<file path="config.mk">
export PLATFORM = sky130hd
export DESIGN_NAME = ascon_arbiter
export DESIGN_NICKNAME = d
export VERILOG_FILES = /design/src/rtl/ascon_arbiter.sv
export SDC_FILE = /design/constraint.sdc
export NUM_CORES = 1
export LEC_CHECK = 0
export CORE_AREA = 2 2 147 149
export CTS_CLUSTER_SIZE = 10
export DETAILED_ROUTE_END_ITERATION = 6
export DIE_AREA = 0 0 149 151
export PLACE_DENSITY = 0.42
export RECOVER_POWER = 50
export REMOVE_ABC_BUFFERS = 1
export SETUP_SLACK_MARGIN = 0.02
export SYNTH_ARGS = -nofsm -noshare
export SYNTH_HDL_FRONTEND = slang
export SYNTH_SLANG_ARGS = --single-unit
</file>
<file path="constraint.sdc">
create_clock -name clk -period 2 [get_ports clk]
set_input_delay 0.2 -clock clk [delete_from_list [all_inputs] [get_ports clk]]
set_output_delay 0.2 -clock clk [all_outputs]
set_load 0.01 [all_outputs]
</file>
<file path="src/rtl/ascon_arbiter.sv">
// Round-robin arbiter that lends a single ascon_core to one of NREQ requesters for a whole
// operation (issue -> core done) and routes the key/bdi/bdo/auth streams to the current owner.
module ascon_arbiter #(
    parameter int CCW  = 32,
    parameter int NREQ = 2
) (
    input  logic                  clk,
    input  logic                  rst_n,
    // requester side: mode / completion
    input  logic [NREQ*4-1:0]     req_mode_i,
    output logic [NREQ-1:0]       req_ready_o,
    output logic [NREQ-1:0]       req_done_o,
    output logic [NREQ-1:0]       req_auth_o,
    // requester side: key stream
    input  logic [NREQ*CCW-1:0]   req_key_i,
    input  logic [NREQ-1:0]       req_key_valid_i,
    output logic [NREQ-1:0]       req_key_ready_o,
    // requester side: bdi stream
    input  logic [NREQ*CCW-1:0]   req_bdi_i,
    input  logic [NREQ*CCW/8-1:0] req_bdi_valid_i,
    input  logic [NREQ*4-1:0]     req_bdi_type_i,
    input  logic [NREQ-1:0]       req_bdi_eot_i,
    input  logic [NREQ-1:0]       req_bdi_eoi_i,
    output logic [NREQ-1:0]       req_bdi_ready_o,
    // requester side: bdo stream
    output logic [NREQ*CCW-1:0]   req_bdo_o,
    output logic [NREQ-1:0]       req_bdo_valid_o,
    output logic [NREQ*4-1:0]     req_bdo_type_o,
    output logic [NREQ-1:0]       req_bdo_eot_o,
    input  logic [NREQ-1:0]       req_bdo_ready_i,
    input  logic [NREQ-1:0]       req_bdo_eoo_i,
    // ownership
    output logic [NREQ-1:0]       grant_o,
    // core side
    output logic [3:0]            core_mode_o,
    output logic [CCW-1:0]        core_key_o,
    output logic                  core_key_valid_o,
    input  logic                  core_key_ready_i,
    output logic [CCW-1:0]        core_bdi_o,
    output logic [CCW/8-1:0]      core_bdi_valid_o,
    output logic [3:0]            core_bdi_type_o,
    output logic                  core_bdi_eot_o,
    output logic                  core_bdi_eoi_o,
    input  logic                  core_bdi_ready_i,
    input  logic [CCW-1:0]        core_bdo_i,
    input  logic                  core_bdo_valid_i,
    input  logic [3:0]            core_bdo_type_i,
    input  logic                  core_bdo_eot_i,
    output logic                  core_bdo_ready_o,
    output logic                  core_bdo_eoo_o,
    input  logic                  core_auth_i,
    input  logic                  core_auth_valid_i,
    input  logic                  core_done_i,
    output logic                  core_rst_o
);

    localparam int         BW     = CCW / 8;
    localparam int         IW     = (NREQ > 1) ? $clog2(NREQ) : 1;
    localparam logic [3:0] M_CXOF = 4'd5;

    typedef enum logic [1:0] {
        S_IDLE,
        S_ISSUE,
        S_BUSY,
        S_RELEASE
    } state_e;

    state_e          state_q;
    logic [IW-1:0]   owner_q;
    logic [IW-1:0]   rr_ptr_q;
    logic [NREQ-1:0] grant_q;
    logic [NREQ-1:0] req_ready_q;
    logic [NREQ-1:0] req_done_q;
    logic [NREQ-1:0] req_auth_q;
    logic [3:0]      core_mode_q;
    logic [1:0]      rst_sync_q;

    logic [NREQ-1:0] pending;
    logic            any_pending;
    logic [IW-1:0]   winner_d;
    logic            mode_ok;

    function automatic logic [NREQ-1:0] onehot(input logic [IW-1:0] idx);
        onehot = NREQ'(1) << idx;
    endfunction

    // Core reset asserts with rst_n and releases two clocks after it, so the core leaves reset cleanly.
    always_ff @(posedge clk or negedge rst_n) begin
        if (!rst_n) begin
            rst_sync_q <= 2'b11;
        end else begin
            rst_sync_q <= {rst_sync_q[0], 1'b0};
        end
    end

    assign core_rst_o = rst_sync_q[1];

    // Round-robin search: first pending requester at or after rr_ptr_q, wrapping.
    always_comb begin
        logic found;
        // NOTE: every variable gets a default before any conditional write, so no latch is inferred.
        pending  = '0;
        winner_d = '0;
        found    = 1'b0;
        mode_ok  = 1'b1;
        for (int i = 0; i < NREQ; i++) begin
            pending[i] = |req_mode_i[i*4 +: 4];
            if (req_mode_i[i*4 +: 4] > M_CXOF) begin
                mode_ok = 1'b0;
            end
        end
        for (int k = 0; k < NREQ; k++) begin
            if (!found && pending[(int'(rr_ptr_q) + k) % NREQ]) begin
                found    = 1'b1;
                winner_d = IW'((int'(rr_ptr_q) + k) % NREQ);
            end
        end
    end

    assign any_pending = |pending;

    always_ff @(posedge clk or negedge rst_n) begin
        if (!rst_n) begin
            state_q     <= S_IDLE;
            owner_q     <= '0;
            rr_ptr_q    <= '0;
            grant_q     <= '0;
            req_ready_q <= '0;
            req_done_q  <= '0;
            req_auth_q  <= '0;
            core_mode_q <= '0;
        end else begin
            // NOTE: state is updated with non-blocking assignments so every register sees pre-edge values.
            req_ready_q <= '0;
            req_done_q  <= '0;
            req_auth_q  <= '0;
            unique case (state_q)
                S_IDLE: begin
                    if (!core_rst_o && any_pending) begin
                        owner_q     <= winner_d;
                        grant_q     <= onehot(winner_d);
                        req_ready_q <= onehot(winner_d);
                        core_mode_q <= req_mode_i[int'(winner_d)*4 +: 4];
                        state_q     <= S_ISSUE;
                    end
                end
                S_ISSUE: begin
                    // core_done may still be high from the previous operation; it is only trusted in BUSY.
                    core_mode_q <= '0;
                    state_q     <= S_BUSY;
                end
                S_BUSY: begin
                    if (core_done_i) begin
                        req_done_q <= onehot(owner_q);
                        req_auth_q <= onehot(owner_q) & {NREQ{core_auth_i & core_auth_valid_i}};
                        state_q    <= S_RELEASE;
                    end
                end
                S_RELEASE: begin
                    grant_q  <= '0;
                    rr_ptr_q <= (int'(owner_q) == NREQ - 1) ? '0 : owner_q + 1'b1;
                    state_q  <= S_IDLE;
                end
                default: begin
                    state_q <= S_IDLE;
                end
            endcase
        end
    end

    assign grant_o     = grant_q;
    assign req_ready_o = req_ready_q;
    assign req_done_o  = req_done_q;
    assign req_auth_o  = req_auth_q;
    assign core_mode_o = core_mode_q;

    // Zero-latency stream routing selected by grant only; with no owner every valid/ready is 0.
    always_comb begin
        core_key_o       = '0;
        core_key_valid_o = 1'b0;
        core_bdi_o       = '0;
        core_bdi_valid_o = '0;
        core_bdi_type_o  = '0;
        core_bdi_eot_o   = 1'b0;
        core_bdi_eoi_o   = 1'b0;
        core_bdo_ready_o = 1'b0;
        core_bdo_eoo_o   = 1'b0;
        req_key_ready_o  = '0;
        req_bdi_ready_o  = '0;
        req_bdo_o        = '0;
        req_bdo_valid_o  = '0;
        req_bdo_type_o   = '0;
        req_bdo_eot_o    = '0;
        for (int i = 0; i < NREQ; i++) begin
            if (grant_q[i]) begin
                core_key_o                 = req_key_i[i*CCW +: CCW];
                core_key_valid_o           = req_key_valid_i[i];
                core_bdi_o                 = req_bdi_i[i*CCW +: CCW];
                core_bdi_valid_o           = req_bdi_valid_i[i*BW +: BW];
                core_bdi_type_o            = req_bdi_type_i[i*4 +: 4];
                core_bdi_eot_o             = req_bdi_eot_i[i];
                core_bdi_eoi_o             = req_bdi_eoi_i[i];
                core_bdo_ready_o           = req_bdo_ready_i[i];
                core_bdo_eoo_o             = req_bdo_eoo_i[i];
                req_key_ready_o[i]         = core_key_ready_i;
                req_bdi_ready_o[i]         = core_bdi_ready_i;
                req_bdo_o[i*CCW +: CCW]    = core_bdo_i;
                req_bdo_valid_o[i]         = core_bdo_valid_i;
                req_bdo_type_o[i*4 +: 4]   = core_bdo_type_i;
                req_bdo_eot_o[i]           = core_bdo_eot_i;
            end
        end
    end

    // A mode above M_CXOF is never completed by the core and would hang the arbiter in BUSY.
    a_mode_valid : assert property (@(posedge clk) disable iff (!rst_n) mode_ok);

endmodule
</file>
==> impl_metrics.csv, run 1 <==
group,metric,value,unit
run_status,run_status,"finished, final reports clean",
floorplan,top_level_port_count,377,
clock_network,ctsRootBufferMaster,"sky130_fd_sc_hd__clkbuf_16",
power_and_ir_drop,p_leak,2.845,nW
sta,fin_skew,6.001,ps
grt,globalRoute.totalOverflow,0,
worst_setup_path,r2r-end,"state_q[1]$_DFFE_PN0P_",
drt,drt_first_pass_iters,4,
yosys,synth_top_family_by_area,"compound AO/OA/AOI/OAI gates",
job,max_cap_violations,0,
grt,grt_pass1_vias,3562,
layout,area_growth_syn_to_layout,199.8,%
yosys,simple_logic_cell_fraction_of_the_synthesized_area,28.49,%
floorplan,starting_utilization_of_the_core_area,10.17,%
place,routabilityCongestion,0.7695,
drt,routed-wl-met2,9184,um
yosys,synth.ff_latch_count,18,
floorplan,die_width,149,um
sta,final.setup.tns,0,ps
layout,finish.utilization,30.48,%
drt,remaining_drc_errors,0,
yosys,synth_cells,256,
drt,drt_wl_total,18110,um
sta,worst_slew_pin_slew,607.4,ps
grt,grt_first_pass_wirelength,24140,um
power_and_ir_drop,vdd.ir_drop.worst,0.4001,mV
power_and_ir_drop,power_density,818.7,nW/um^2
min_path,worstHoldPathType,"input port to asynchronous set/reset pin",
yosys,synth_sequential_area_ratio,21.39,%
power_and_ir_drop,fin_total_pwr,0.005197,W
sta,maximum_clock_rate,516.0,MHz
worst_setup_path,startpoint_type,"flip-flop",
worst_setup_path,arrival_time_reported_for_the_critical_path_endpoint,1740,ps
worst_setup_path,crit_end,"core_bdi_o[12]",
sta,hold_slack,319.8,ps
worst_setup_path,timing.critical_path.required,1800,ps
yosys,ys_types,30,
worst_setup_path,worst_setup_path_end_kind,"output port",
drt,top_layer_used,"met4",
sta,post-route-min-period,1938,ps
layout,layout.area.seq,456.7,sq um
layout,nFillCells,2195,
clock_network,tritoncts,"built",
sta,final-setup-viol-count,0,
worst_setup_path,regToRegStartpoint,"state_q[0]$_DFFE_PN0P_",
drt,route.detailed.vias_per_inst,3.866,
floorplan,coreArea,20820,sq um
floorplan,die-height,151,um
place,io_buffer_count,376,
clock_network,clk_latency,250,ps
yosys,syn-mean-instance-area,8.270,sq um
drt,drt_iter0_markers,88,
worst_setup_path,setup.reg_to_reg.worst_slack,440,ps
clock_network,clock-sinks,18,
drt,final_antenna_net_count,0,
grt,number_of_antenna_violations_at_the_first_check_in_global_routing,4,
drt,detailroute.wirelength.met3,1306,um
sta,timing.max_slew.rel_slack,59.08,%
yosys,syn-cell-area,2117,sq um
clock_network,cts_hold_repair.buffers,0,
sta,timing.final.crit_share,96.90,%
clock_network,htreeDepth,1,
place,dp.final_hpwl,14930,um
grt,grtUsageTotal,14.39,%
yosys,area_fraction_in_compound_gates_after_synthesis,40.43,%
worst_setup_path,setup.worst_path.start,"grant_o[1]$_DFFE_PN0P_",
layout,layout-drive-gt1-share,5.255,%
worst_setup_path,worstRegToRegCells,5,
yosys,yosys.area_share.xor_xnor,0,%
grt,largest_net_degree_at_the_start_of_global_routing,48,
layout,multi_input_comb_area,1513,sq um
layout,final_nets,840,
clock_network,longest_clk_path_bufs,2,
floorplan,fp.dieArea,22500,sq um
drt,total_number_of_vias,3510,
worst_setup_path,critPathKind,"flip-flop to output port",
clock_network,cts.clk_slew.worst_paths,60,ps
worst_setup_path,crit_path_max_fanout,13,
sta,number_of_pins_with_negative_max_slew_slack_in_the_final_report,0,
sta,setup_repair_after_global_routing_missed_its_margin,"yes",
drt,route.layer.met1.wl,7421,um
clock_network,cts_inserted_buffers,3,
yosys,yosys.area_share.adder,2.364,%
drt,detail_route.wl_per_cell,19.94,um
yosys,post_synth_mux_area_share,0.7092,%
yosys,yosys_warnings,0,
sta,hold_viol_final,0,
floorplan,row_count,53,
-- logic make-up (layout without fill, tap and decap cells) --
family | after synthesis | count (layout)
adders and majority gates | 4 | 4
buffers and inverters | 33 | 405
DFF | 18 | 18
AOI/OAI and AO/OA | 100 | 100
other | 1 | 6
muxes | 1 | 1
and+or+nand+nor | 99 | 99
-- report_power, final --
| group | internal, W | switching (W) | leakage, nW |
|---|---|---|---|
| combinational | 0.00225 | 0.00191 | 2.57 |
| sequential | 0.000486 | 0.0000977 | 0.227 |
| clock | 0.000305 | 0.000144 | 0.0442 |
| total | 0.00304 | 0.00216 | 2.85 |
-- stage by stage --
stage | std cells | area (sq um) | setup WS, ps
after floorplan | 230 | 2007 | -2621
after global placement | 892 | 6233 | 36.99
after detailed placement | 892 | 6233 | -1.256
after CTS | 903 | 6375 | 36.42
after global routing | 905 | 6340 | 13.42
final | 908 | 6347 | 61.98
-- area by class of cell --
type,instances,share of cell area [%]
antenna,5,0.1971
clock buffer,4,1.400
inverter,7,0.4140
multi-input combinational,205,23.83
sequential,18,7.195
tap,275,5.421
timing repair buffer,394,61.54
-- how the worst min path moves through the flow --
| stage | from | slack (ps) | cells past startpoint | end |
|---|---|---|---|---|
| 6_report | rst_n | 320 | 1 | core_mode_o[3]$_DFFE_PN0P_ |
| 5_1_grt | rst_sync_q[0]$_DFF_PN1_ | 360 | 0 | rst_sync_q[1]$_DFF_PN1_ |
| 4_1_cts | rst_n | 280 | 1 | core_mode_o[3]$_DFFE_PN0P_ |
| 3_5_place_dp | rst_sync_q[0]$_DFF_PN1_ | 350 | 0 | rst_sync_q[1]$_DFF_PN1_ |
| 3_3_place_gp | rst_sync_q[0]$_DFF_PN1_ | 350 | 0 | rst_sync_q[1]$_DFF_PN1_ |
| 2_1_floorplan | rst_n | -100 | 0 | core_mode_o[0]$_DFFE_PN0P_ |
-- cell usage in the layout (no fill, tap or decap), types with 2 or more instances in the layout --
| cell type | instances |
|---|---|
| sky130_fd_sc_hd__clkdlybuf4s50_1 | 258 |
| sky130_fd_sc_hd__dlygate4sd2_1 | 84 |
| sky130_fd_sc_hd__and2_1 | 80 |
| sky130_fd_sc_hd__a22o_1 | 76 |
| sky130_fd_sc_hd__clkdlybuf4s15_1 | 19 |
| sky130_fd_sc_hd__dfrtp_1 | 15 |
| sky130_fd_sc_hd__dlygate4sd3_1 | 12 |
| sky130_fd_sc_hd__inv_1 | 7 |
| sky130_fd_sc_hd__nor2_1 | 7 |
| sky130_fd_sc_hd__o21ai_0 | 6 |
| sky130_fd_sc_hd__buf_4 | 6 |
| sky130_fd_sc_hd__diode_2 | 5 |
| sky130_fd_sc_hd__a21oi_1 | 4 |
| sky130_fd_sc_hd__a22oi_1 | 4 |
| sky130_fd_sc_hd__o211ai_1 | 4 |
| sky130_fd_sc_hd__ha_1 | 4 |
| sky130_fd_sc_hd__buf_12 | 4 |
| sky130_fd_sc_hd__nand2_1 | 3 |
| sky130_fd_sc_hd__nand2b_1 | 3 |
| sky130_fd_sc_hd__clkbuf_16 | 3 |
| sky130_fd_sc_hd__buf_16 | 3 |
| sky130_fd_sc_hd__buf_2 | 2 |
| sky130_fd_sc_hd__buf_6 | 2 |
| sky130_fd_sc_hd__dfstp_2 | 2 |
-- synthesized netlist by cell type --
cell type                  instances  share of area (%)
sky130_fd_sc_hd__a211o_2           1               0.47
sky130_fd_sc_hd__a21oi_1           3               0.71
sky130_fd_sc_hd__a21oi_2           1               0.41
sky130_fd_sc_hd__a22o_1           76                 31
sky130_fd_sc_hd__a22oi_1           4                1.4
sky130_fd_sc_hd__and2_1           80                 24
sky130_fd_sc_hd__and2b_1           1               0.35
sky130_fd_sc_hd__buf_2             4               0.95
sky130_fd_sc_hd__buf_6             1               0.53
sky130_fd_sc_hd__clkbuf_1         21                3.7
sky130_fd_sc_hd__conb_1            1               0.18
sky130_fd_sc_hd__dfrtp_1          16                 19
sky130_fd_sc_hd__dfstp_2           2                2.5
sky130_fd_sc_hd__ha_1              4                2.4
sky130_fd_sc_hd__inv_1             7                1.2
sky130_fd_sc_hd__mux2_4            1               0.71
sky130_fd_sc_hd__nand2_1           3               0.53
sky130_fd_sc_hd__nand2b_1          3               0.89
sky130_fd_sc_hd__nand4_1           1               0.30
sky130_fd_sc_hd__nor2_1            8                1.4
sky130_fd_sc_hd__nor4_1            1               0.30
sky130_fd_sc_hd__o211ai_1          4                1.4
sky130_fd_sc_hd__o21ai_0           4               0.95
sky130_fd_sc_hd__o21ai_1           1               0.24
sky130_fd_sc_hd__o21ai_2           1               0.41
sky130_fd_sc_hd__o21bai_4          2                1.8
sky130_fd_sc_hd__o22a_2            1               0.47
sky130_fd_sc_hd__o22ai_1           1               0.30
sky130_fd_sc_hd__o32ai_1           1               0.41
sky130_fd_sc_hd__or4_4             2                1.1
-- critical path: stages (launching register included) --
cell and delay, ps:
sky130_fd_sc_hd__dfrtp_4 530, sky130_fd_sc_hd__nor2_4 160, sky130_fd_sc_hd__buf_12 130, sky130_fd_sc_hd__buf_12 120, sky130_fd_sc_hd__buf_16 140, sky130_fd_sc_hd__a22o_1 120
sky130_fd_sc_hd__dlygate4sd2_1 280
-- sequential cells by signal, indices dropped and copies added, names as in the netlist --
signal,flops
grant_o,2
req_done_o,2
rr_ptr_q,1
state_q,2
core_mode_o,4
rst_sync_q,2
req_ready_o,2
req_auth_o,2
owner_q,1
-- per-layer routing --
metal / global-route usage, % / vias up
li1: - / 1696
met1: 17.99 / 1647
met3: 3.404 / 10
met2: 25.25 / 157
met5: 0 / -
met4: 2.952 / 0
-- what timing repair did --
item	4_1_cts	5_1_grt
setup buffers	3	0
gates resized for setup	123	20
gates cloned	4	0
setup endpoints to repair	117	22
pin swaps	1	0
(Power assumes the default switching activity.)
==> inputs of run 2 (changes only) <==
Settings changed: GPL_TIMING_DRIVEN set to 0.
==> impl_metrics.csv, run 2 (same netlist as run 1, synthesis figures left out) <==
group,metric,value,unit
worst_setup_path,setup.reg_to_reg.worst_slack,280,ps
sta,timing.max_slew.rel_slack,45.30,%
worst_setup_path,crit_path_max_fanout,11,
worst_setup_path,worst_setup_path_end_kind,"output port",
clock_network,clock-sinks,18,
floorplan,top_level_port_count,377,
sta,final-setup-viol-count,0,
layout,largest_reg_flops,4,
min_path,hold_path_depth,0,
place,dp.final_hpwl,14250,um
sta,hold_viol_final,0,
sta,maximum_clock_rate,511.7,MHz
sta,final.setup.tns,0,ps
floorplan,die-height,151,um
drt,drt_first_pass_iters,4,
drt,route.detailed.vias_per_inst,3.903,
clock_network,cts_inserted_buffers,3,
floorplan,coreArea,20820,sq um
place,io_buffer_count,376,
clock_network,htreeDepth,1,
grt,grt_pass1_vias,3528,
min_path,hold_start,"rst_sync_q[0]$_DFF_PN1_",
layout,layout.area.seq,460.4,sq um
worst_setup_path,regToRegStartpoint,"state_q[0]$_DFFE_PN0P_",
clock_network,clk_latency,240,ps
power_and_ir_drop,power_density,867.0,nW/um^2
grt,grt_first_pass_wirelength,25010,um
floorplan,row_count,53,
floorplan,die_width,149,um
worst_setup_path,worstRegToRegCells,6,
clock_network,tritoncts,"built",
place,routabilityCongestion,0.7286,
sta,setup_repair_after_global_routing_missed_its_margin,"yes",
layout,layout-drive-gt1-share,16.17,%
sta,worst_slew_pin_slew,817.7,ps
run_status,run_status,"finished, final reports clean",
worst_setup_path,r2r-end,"core_mode_o[0]$_DFFE_PN0P_",
grt,grtUsageTotal,15.13,%
drt,drt_wl_total,18960,um
clock_network,cts_hold_repair.buffers,0,
sta,fin_skew,1.021,ps
clock_network,longest_clk_path_bufs,2,
clock_network,cts.clk_slew.worst_paths,50,ps
drt,drt_iter0_markers,98,
floorplan,starting_utilization_of_the_core_area,10.17,%
grt,number_of_antenna_violations_at_the_first_check_in_global_routing,3,
grt,largest_net_degree_at_the_start_of_global_routing,22,
sta,number_of_pins_with_negative_max_slew_slack_in_the_final_report,0,
sta,post-route-min-period,1954,ps
drt,remaining_drc_errors,0,
min_path,worstHoldPathType,"flip-flop to flip-flop",
power_and_ir_drop,vdd.ir_drop.worst,0.4615,mV
grt,globalRoute.totalOverflow,0,
drt,final_antenna_net_count,0,
worst_setup_path,startpoint_type,"flip-flop",
layout,finish.utilization,31.26,%
layout,most-common-layout-cells,"sky130_fd_sc_hd__clkdlybuf4s50_1 (277), sky130_fd_sc_hd__and2_1 (80), sky130_fd_sc_hd__a22o_1 (75), sky130_fd_sc_hd__buf_2 (40), sky130_fd_sc_hd__dlygate4sd3_1 (22)",
worst_setup_path,arrival_time_reported_for_the_critical_path_endpoint,1750,ps
drt,total_number_of_vias,3591,
layout,nFillCells,2220,
layout,multi_input_comb_area,1544,sq um
floorplan,fp.dieArea,22500,sq um
layout,area_growth_syn_to_layout,207.5,%
worst_setup_path,critPathKind,"flip-flop to output port",
sta,timing.final.crit_share,97.71,%
power_and_ir_drop,p_leak,2.798,nW
min_path,min_delay_worst_endpoint,"rst_sync_q[1]$_DFF_PN1_",
layout,mostFrequentLayoutCell,"sky130_fd_sc_hd__clkdlybuf4s50_1",
worst_setup_path,timing.critical_path.required,1800,ps
layout,final_nets,855,
clock_network,ctsRootBufferMaster,"sky130_fd_sc_hd__clkbuf_16",
drt,detail_route.wl_per_cell,20.61,um
job,max_cap_violations,0,
==> run 2: cell count changes in the layout (fill, tap and decap cells not counted), sizes merged <==
cell and delta:
dlygate4sd2 -71, dlygate4sd3 +10, clkdlybuf4s15 -9, diode -3, clkbuf +9, nor2 +1, bufbuf +3, inv -1
clkdlybuf4s50 +19, buf +53, clkinvlp +1
==> run 2: report_power, final <==
group          switching, W  leakage, nW  internal, W
Combinational       0.00209         2.53      0.00257
Clock              0.000123       0.0382     0.000270
Sequential        0.0000958        0.226     0.000492
==> run 2: worst max path at each step <==
| stage | start | endpoint | cells after the start |
|---|---|---|---|
| 3_5_place_dp | grant_o[0]$_DFFE_PN0P_ | core_key_o[16] | 5 |
| 5_1_grt | grant_o[1]$_DFFE_PN0P_ | core_key_o[0] | 5 |
| 3_3_place_gp | grant_o[1]$_DFFE_PN0P_ | core_key_valid_o | 3 |
| 6_report | grant_o[1]$_DFFE_PN0P_ | core_bdi_o[22] | 5 |
| 2_1_floorplan | grant_o[1]$_DFFE_PN0P_ | core_bdi_eoi_o | 2 |
| 4_1_cts | grant_o[1]$_DFFE_PN0P_ | core_bdi_o[29] | 7 |
==> run 2: layout make-up <==
cell class	count	area share (%)
diodes	2	0.07688
multi-input cells	206	23.72
repair buffers	408	62.18
flip-flops and latches	18	7.073
well taps	275	5.285
clock buffers	4	1.211
inverters	7	0.4613
==> run 2: timing repair <==
action	4_1_cts	5_1_grt
resized for setup	183	82
setup endpoints to repair	122	116
pin swaps	2	10
cloned	8	2
setup buffers	20	4
==> run 2: stage by stage <==
step           total power (W)  cell area [sq um]  hold slack [ps]  cells  setup WS (ps)
3_5_place_dp          0.004861               6173            347.6    883          -1343
6_report              0.005644               6510            355.5    920          45.87
4_1_cts               0.005780               6624            357.5    914         -129.0
2_1_floorplan         0.002312               2007           -95.59    230          -2621
3_3_place_gp          0.004880               6115            348.1    881          -6428
5_1_grt               0.006028               6507            361.8    919         -53.90
==> run 2: layer usage <==
| layer | track usage, % | up-vias | part of all wire, % |
|---|---|---|---|
| met3 | 3.855 | 10 | 7.6 |
| li1 | - | 1718 | - |
| met5 | 0 | - | 0.14 |
| met4 | 1.381 | 4 | 0.35 |
| met1 | 19.12 | 1693 | 40 |
| met2 | 26.89 | 166 | 52 |
==> run 2: critical path, cell delays in order, from the launching register on <==
cell and delay, ps:
sky130_fd_sc_hd__dfrtp_4 510, sky130_fd_sc_hd__buf_16 150, sky130_fd_sc_hd__nor2_4 180, sky130_fd_sc_hd__buf_4 230, sky130_fd_sc_hd__a22o_1 170, sky130_fd_sc_hd__clkdlybuf4s15_1 260
